$ cat src/rtl/mem_data_arb_pkg.sv
// Shared constants for the data-memory arbiter: requester-count limits and
// the lock-feature default, which follows the MEM_ARB_LOCK_EN build macro.
package processor_pkg;

    localparam int NREQ_MIN = 2;
    localparam int NREQ_MAX = 8;

`ifdef MEM_ARB_LOCK_EN
    localparam bit LOCK_EN_DEFAULT = 1'b1;
`else
    localparam bit LOCK_EN_DEFAULT = 1'b0;
`endif

endpackage

$ cat src/rtl/mem_data_arb_if.sv
// Requester and memory-side bus of mem_data_arb; the arbiter is the slave.
// The lock vector exists only when MEM_ARB_LOCK_EN is defined.
interface mem_data_arb_if #(
    parameter int NREQ   = 2,
    parameter int MDATAW = 6,
    parameter int NUBITS = 16
);
    logic [NREQ-1:0]        req;
    logic [NREQ-1:0]        we;
    logic [NREQ*MDATAW-1:0] addr;
    logic [NREQ*NUBITS-1:0] wdata;
`ifdef MEM_ARB_LOCK_EN
    logic [NREQ-1:0]        lock;
`endif
    logic [NREQ-1:0]        gnt;
    logic [NREQ-1:0]        rvalid;
    logic [NUBITS-1:0]      rdata;
    logic                   mem_wr;
    logic [MDATAW-1:0]      mem_addr_w;
    logic [MDATAW-1:0]      mem_addr_r;
    logic [NUBITS-1:0]      mem_data_in;
    logic [NUBITS-1:0]      mem_data_out;

`ifdef MEM_ARB_LOCK_EN
    modport slave (
        input  req, we, addr, wdata, lock, mem_data_out,
        output gnt, rvalid, rdata, mem_wr, mem_addr_w, mem_addr_r, mem_data_in
    );
    modport master (
        output req, we, addr, wdata, lock, mem_data_out,
        input  gnt, rvalid, rdata, mem_wr, mem_addr_w, mem_addr_r, mem_data_in
    );
`else
    modport slave (
        input  req, we, addr, wdata, mem_data_out,
        output gnt, rvalid, rdata, mem_wr, mem_addr_w, mem_addr_r, mem_data_in
    );
    modport master (
        output req, we, addr, wdata, mem_data_out,
        input  gnt, rvalid, rdata, mem_wr, mem_addr_w, mem_addr_r, mem_data_in
    );
`endif

endinterface

$ cat src/rtl/mem_data_arb_rr_pick.sv
// Wrap-around priority search: first set req bit at or after ptr wins,
// wrapping from NREQ-1 back to 0. Output is one-hot or zero.
module rr_pick
    import processor_pkg::*;
#(
    parameter int NREQ = 2,
    parameter int PTRW = 1
) (
    input  logic [NREQ-1:0] req,
    input  logic [PTRW-1:0] ptr,
    output logic [NREQ-1:0] gnt
);
    int   idx;
    logic found;

    always_comb begin
        gnt   = '0;
        found = 1'b0;
        idx   = 0;
        for (int k = 0; k < NREQ; k++) begin
            idx = int'(ptr) + k;
            if (idx >= NREQ) idx = idx - NREQ;
            if (!found && req[idx]) begin
                gnt[idx] = 1'b1;
                found    = 1'b1;
            end
        end
    end

endmodule

$ cat src/rtl/mem_data_arb.sv
// Round-robin arbiter sharing one registered data-memory port among NREQ
// requesters. Define MEM_ARB_LOCK_EN to add a per-requester lock input.
module mem_data_arb
    import processor_pkg::*;
#(
    parameter int NREQ   = 2,
    parameter int MDATAW = 6,
    parameter int NUBITS = 16
) (
    input logic           clk,
    input logic           rst,
    mem_data_arb_if.slave arb_if
);
    localparam int PTRW = $clog2(NREQ);

    if (NREQ < NREQ_MIN || NREQ > NREQ_MAX) begin : g_nreq_range
        $error("mem_data_arb: NREQ outside supported range");
    end

    logic [PTRW-1:0]   ptr_q, ptr_d;
    logic [PTRW-1:0]   gidx;
    logic [NREQ-1:0]   rr_gnt, hold_gnt, gnt_c;
    logic [NREQ-1:0]   rvalid_q, rvalid_d;
    logic              any_gnt, lock_hold;
    logic [MDATAW-1:0] addr_g;
    logic [NUBITS-1:0] wdata_g;

    rr_pick #(.NREQ(NREQ), .PTRW(PTRW)) u_rr_pick (
        .req (arb_if.req),
        .ptr (ptr_q),
        .gnt (rr_gnt)
    );

`ifdef MEM_ARB_LOCK_EN
    logic            lock_vld_q, lock_vld_d;
    logic [PTRW-1:0] lock_own_q, lock_own_d;

    // Ownership persists only while the last grantee keeps both req and lock up.
    assign lock_hold = LOCK_EN_DEFAULT && lock_vld_q
                       && arb_if.req[lock_own_q] && arb_if.lock[lock_own_q];
    assign hold_gnt  = NREQ'(1) << lock_own_q;

    always_comb begin
        lock_vld_d = any_gnt && arb_if.lock[gidx];
        lock_own_d = gidx;
    end

    always_ff @(posedge clk or negedge rst) begin
        if (!rst) begin
            lock_vld_q <= 1'b0;
            lock_own_q <= '0;
        end else begin
            lock_vld_q <= lock_vld_d;
            lock_own_q <= lock_own_d;
        end
    end
`else
    assign lock_hold = LOCK_EN_DEFAULT;
    assign hold_gnt  = '0;
`endif

    always_comb begin
        gnt_c = lock_hold ? hold_gnt : rr_gnt;
        if (!rst) gnt_c = '0;
        any_gnt = |gnt_c;
        gidx    = '0;
        for (int i = 0; i < NREQ; i++) begin
            if (gnt_c[i]) gidx = PTRW'(i);
        end
        addr_g  = arb_if.addr[gidx*MDATAW +: MDATAW];
        wdata_g = arb_if.wdata[gidx*NUBITS +: NUBITS];
        ptr_d   = ptr_q;
        if (any_gnt && !lock_hold) begin
            ptr_d = (gidx == PTRW'(NREQ - 1)) ? '0 : gidx + PTRW'(1);
        end
        rvalid_d = '0;
        if (any_gnt && !arb_if.we[gidx]) rvalid_d[gidx] = 1'b1;
    end

    // Read data returns one cycle after the grant, matching the memory latency.
    always_ff @(posedge clk or negedge rst) begin
        if (!rst) begin
            ptr_q    <= '0;
            rvalid_q <= '0;
        end else begin
            ptr_q    <= ptr_d;
            rvalid_q <= rvalid_d;
        end
    end

    assign arb_if.gnt         = gnt_c;
    assign arb_if.mem_wr      = any_gnt & arb_if.we[gidx];
    assign arb_if.mem_addr_w  = addr_g;
    assign arb_if.mem_addr_r  = addr_g;
    assign arb_if.mem_data_in = wdata_g;
    assign arb_if.rvalid      = rvalid_q;
    assign arb_if.rdata       = arb_if.mem_data_out;

endmodule

$ cat src/flat_wrapper.sv
// flat-port wrapper written by rule: the top's interface ports become plain ports
module mem_data_arb_flat import processor_pkg::*;
#(
    parameter int NREQ   = 2,
    parameter int MDATAW = 6,
    parameter int NUBITS = 16
)
  (clk, rst, arb_if_req, arb_if_we, arb_if_addr, arb_if_wdata, arb_if_mem_data_out, arb_if_gnt, arb_if_rvalid, arb_if_rdata, arb_if_mem_wr, arb_if_mem_addr_w, arb_if_mem_addr_r, arb_if_mem_data_in);
  mem_data_arb_if #(.NREQ(NREQ), .MDATAW(MDATAW), .NUBITS(NUBITS)) arb_if_i ();
  input logic clk;
  input logic rst;
  input wire logic [$bits(arb_if_i.req)-1:0] arb_if_req;
  input wire logic [$bits(arb_if_i.we)-1:0] arb_if_we;
  input wire logic [$bits(arb_if_i.addr)-1:0] arb_if_addr;
  input wire logic [$bits(arb_if_i.wdata)-1:0] arb_if_wdata;
  input wire logic [$bits(arb_if_i.mem_data_out)-1:0] arb_if_mem_data_out;
  output wire logic [$bits(arb_if_i.gnt)-1:0] arb_if_gnt;
  output wire logic [$bits(arb_if_i.rvalid)-1:0] arb_if_rvalid;
  output wire logic [$bits(arb_if_i.rdata)-1:0] arb_if_rdata;
  output wire logic [$bits(arb_if_i.mem_wr)-1:0] arb_if_mem_wr;
  output wire logic [$bits(arb_if_i.mem_addr_w)-1:0] arb_if_mem_addr_w;
  output wire logic [$bits(arb_if_i.mem_addr_r)-1:0] arb_if_mem_addr_r;
  output wire logic [$bits(arb_if_i.mem_data_in)-1:0] arb_if_mem_data_in;
  assign arb_if_i.req = arb_if_req;
  assign arb_if_i.we = arb_if_we;
  assign arb_if_i.addr = arb_if_addr;
  assign arb_if_i.wdata = arb_if_wdata;
  assign arb_if_i.mem_data_out = arb_if_mem_data_out;
  assign arb_if_gnt = arb_if_i.gnt;
  assign arb_if_rvalid = arb_if_i.rvalid;
  assign arb_if_rdata = arb_if_i.rdata;
  assign arb_if_mem_wr = arb_if_i.mem_wr;
  assign arb_if_mem_addr_w = arb_if_i.mem_addr_w;
  assign arb_if_mem_addr_r = arb_if_i.mem_addr_r;
  assign arb_if_mem_data_in = arb_if_i.mem_data_in;
  mem_data_arb #(.NREQ(NREQ), .MDATAW(MDATAW), .NUBITS(NUBITS)) u_core (.clk(clk), .rst(rst), .arb_if(arb_if_i));
endmodule
$ cat config.mk
export PLATFORM = sky130hd
export DESIGN_NAME = mem_data_arb_flat
export DESIGN_NICKNAME = d
export VERILOG_FILES = /design/src/rtl/mem_data_arb_pkg.sv /design/src/rtl/mem_data_arb_if.sv /design/src/rtl/mem_data_arb_rr_pick.sv /design/src/rtl/mem_data_arb.sv /design/src/flat_wrapper.sv
export SDC_FILE = /design/constraint.sdc
export NUM_CORES = 1
export LEC_CHECK = 0
export CORE_ASPECT_RATIO = 0.6
export CORE_UTILIZATION = 23
export DETAILED_ROUTE_END_ITERATION = 8
export PLACE_DENSITY_LB_ADDON = 0.25
export SLEW_MARGIN = 20
export SYNTH_ARGS = -nofsm -noshare
export SYNTH_HDL_FRONTEND = slang
export SYNTH_HIERARCHICAL = 1
export SYNTH_SLANG_ARGS = --single-unit
$ cat constraint.sdc
create_clock -name clk -period 2.9 [get_ports clk]
set_clock_uncertainty 0.05 [all_clocks]
set_input_delay 0.29 -clock clk [delete_from_list [all_inputs] [get_ports clk]]
set_output_delay 0.29 -clock clk [all_outputs]
set_load 0.01 [all_outputs]
==> results.json <==
{
  "min-delay-path-class": "input pin to asynchronous set/reset pin",
  "synth.top_cell.area_share_pct": 38.9,
  "gr-usage-met1_pct": 13.8,
  "yosys_warnings": 6,
  "area_growth_pct": 108,
  "synth.avg_cell_area_um2": 10.4,
  "outcome": "finished with violations",
  "io_buffer_count": 82,
  "diodes": 0,
  "cts_root_buf": "clkbuf_8",
  "via_count": 647,
  "drtAntennaViolNets": 0,
  "power_frac_comb_pct": 57.0,
  "clk_path_buf_depth": 2,
  "netSwitchingPower_w": 0.000101,
  "drv_slew": 0,
  "p_int_w": 0.000301,
  "use_met2_pct": 20.4,
  "rsz0062_at_grt": "no",
  "dpl-instance-area_mm2": 0.00132,
  "nNetsFinal": 191,
  "fin_util_pct": 52.3,
  "clkPwrFrac_pct": 31.0,
  "maxSlewHeadroom_pct": 72.4,
  "rr_endpoint": "u_core/ptr_q",
  "ir_drop_v": 0.000126,
  "cts_made_buffers": 3,
  "r2r_setup_slack_ns": 1.47,
  "track_usage_pct": 12.1,
  "syn-cell-area_um2": 656,
  "busiest_layer": "met2",
  "violations": "DRC",
  "layout_worst_path_cycle_share_pct": 92.3,
  "start_util_pct": 25.1,
  "io_pins": 115,
  "critPathRequiredTime_ns": 2.56,
  "ctsHoldBuffers": 0,
  "end_kind": "output pin",
  "layout_commonest_cell": "clkdlybuf4s50_1",
  "arrival_ns": 2.34,
  "critical_path_class": "input pin to output pin",
  "die_h_um": 43.4,
  "critPathLaunchType": "input pin",
  "post_route_cells_drive_above_1_share_pct": 21.0,
  "core_area_mm2": 0.00261,
  "die_w_um": 70.9,
  "synth-seq-cells": 3,
  "hold_viol": 0,
  "globalplace.congestion": 0.639,
  "wirelength_mm": 1.86,
  "wl_per_cell_um": 11.9,
  "fillers": 244,
  "syn_nets": 129,
  "dpl.hpwl_mm": 1.59,
  "netSwitchingFraction_pct": 25.1,
  "cts_tree": "done",
  "final_cell_area_mm2": 0.00137,
  "grt_first_pass_wirelength_mm": 2.79,
  "grt_max_degree": 26,
  "cts-htree-levels": 1,
  "drtIter0Drc": 38,
  "path_max_fanout": 25,
  "vias_per_cell": 4.15,
  "layout_common_cells": "clkdlybuf4s50_1, mux2_4, mux2_2",
  "path_clk_slew_ns": 0.03,
  "clkLatencyLatePin_ns": 0.22,
  "worst_pin_slew_ns": 0.414,
  "drv_cap": 0,
  "fmax_mhz": 374,
  "r2r_cells": 4,
  "clkSinkCount": 3,
  "synth_top_cell_by_area": "mux2_4",
  "grt_pass1_vias": 602,
  "leakage_nw": 0.604,
  "cts_resized": 0,
  "synthesis.instances": 63,
  "p_per_area_mw_per_mm2": 294,
  "grt-ovfl-total": 0,
  "die-area_mm2": 0.00307,
  "finalSetupTns_ns": 0,
  "antenna_found_initial": 0,
  "post_cts_buffers": 0,
  "min_period_ns": 2.68,
  "setup_violations": 0,
  "reg2reg_from": "u_core/ptr_q",
  "ff_latch_area_um2": 75.1,
  "synth_cell_type_count": 16,
  "num_rows": 14,
  "multiInputGateArea_um2": 374,
  "netlist_top_cells_area": "mux2_4, buf_4, dfrtp_1, mux2_2, buf_6",
  "post-route-drc-count": 8,
  "met3_usage_pct": 3.72,
  "pwr-share-seq_pct": 12.1,
  "firstDrtPassIters": 6,
  "yosysSeqAreaShare_pct": 11.5
}
## worst max-delay path: stages
cell and delay [ns]:
clkdlybuf4s50_1 0.47, a21boi_1 0.36, nand2_4 0.32, mux2_4 0.38, clkdlybuf4s50_1 0.50
## cell families after synthesis
family	after synthesis	share of synthesized area, %
AOI/OAI and AO/OA	4	4.20
buffers and inverters	28	31.5
DFF	3	11.5
muxes	22	47.5
and+or+nand+nor	6	5.34
## cell type report
class                           count  share of cell area (%)
Clock buffer                        4                    3.30
Inverter                            3                   0.824
Multi-Input combinational cell     32                    27.4
Sequential cell                     3                    5.49
Tap cell                           32                    2.93
Timing Repair Buffer               82                    60.1
## layer usage
layer | up-vias | wire [um]
li1 | 310 | -
met1 | 297 | 714
met4 | 0 | 0
met5 | - | 0
met2 | 40 | 988
met3 | 0 | 160
## Yosys cell counts
cell type and number:
a21boi_0 1, a21boi_1 1, buf_4 23, buf_6 2, dfrtp_1 3, inv_1 3, mux2_2 5, mux2_4 17
nand2_1 1, nand2_4 1, nand2b_1 1, nand3_1 1, nor2_1 1, nor3_1 1, o21a_1 1, o21ai_0 1
## registers in the layout, summed over array words and instances (netlist names)
signal	count
u_core/arb_if.rvalid	2
u_core/ptr_q	1
## power groups by stage
stage               Sequential (W)  Clock, W  Combinational [W]
CTS                      0.0000483  0.000129           0.000231
global placement         0.0000486         0           0.000228
detailed placement       0.0000488         0           0.000230
finish                   0.0000484  0.000124           0.000229
floorplan                0.0000489         0           0.000123
global route             0.0000488  0.000134           0.000241
## worst max-delay path by stage
stage                        startpoint               endpoint  slack (ns)  cells past startpoint
after floorplan            u_core/ptr_q   arb_if_mem_addr_w[0]        1.13                      6
after global placement    arb_if_req[1]  arb_if_mem_data_in[0]        0.26                      5
after detailed placement  arb_if_req[1]  arb_if_mem_data_in[0]        0.22                      5
after CTS                 arb_if_req[1]  arb_if_mem_data_in[8]        0.22                      5
after global routing      arb_if_req[1]  arb_if_mem_data_in[8]        0.14                      5
final                     arb_if_req[1]  arb_if_mem_data_in[0]        0.22                      5
## metrics by stage
step | std cells | worst slack, ns | total power, W | hold slack [ns]
after floorplan | 63 | 1.13 | 0.000172 | -0.0556
after global placement | 152 | 0.260 | 0.000277 | 0.450
after detailed placement | 152 | 0.221 | 0.000279 | 0.459
after CTS | 156 | 0.216 | 0.000408 | 0.273
after global routing | 156 | 0.138 | 0.000424 | 0.287
final | 156 | 0.224 | 0.000401 | 0.275
Note: power is estimated with default switching activity, not from simulation.
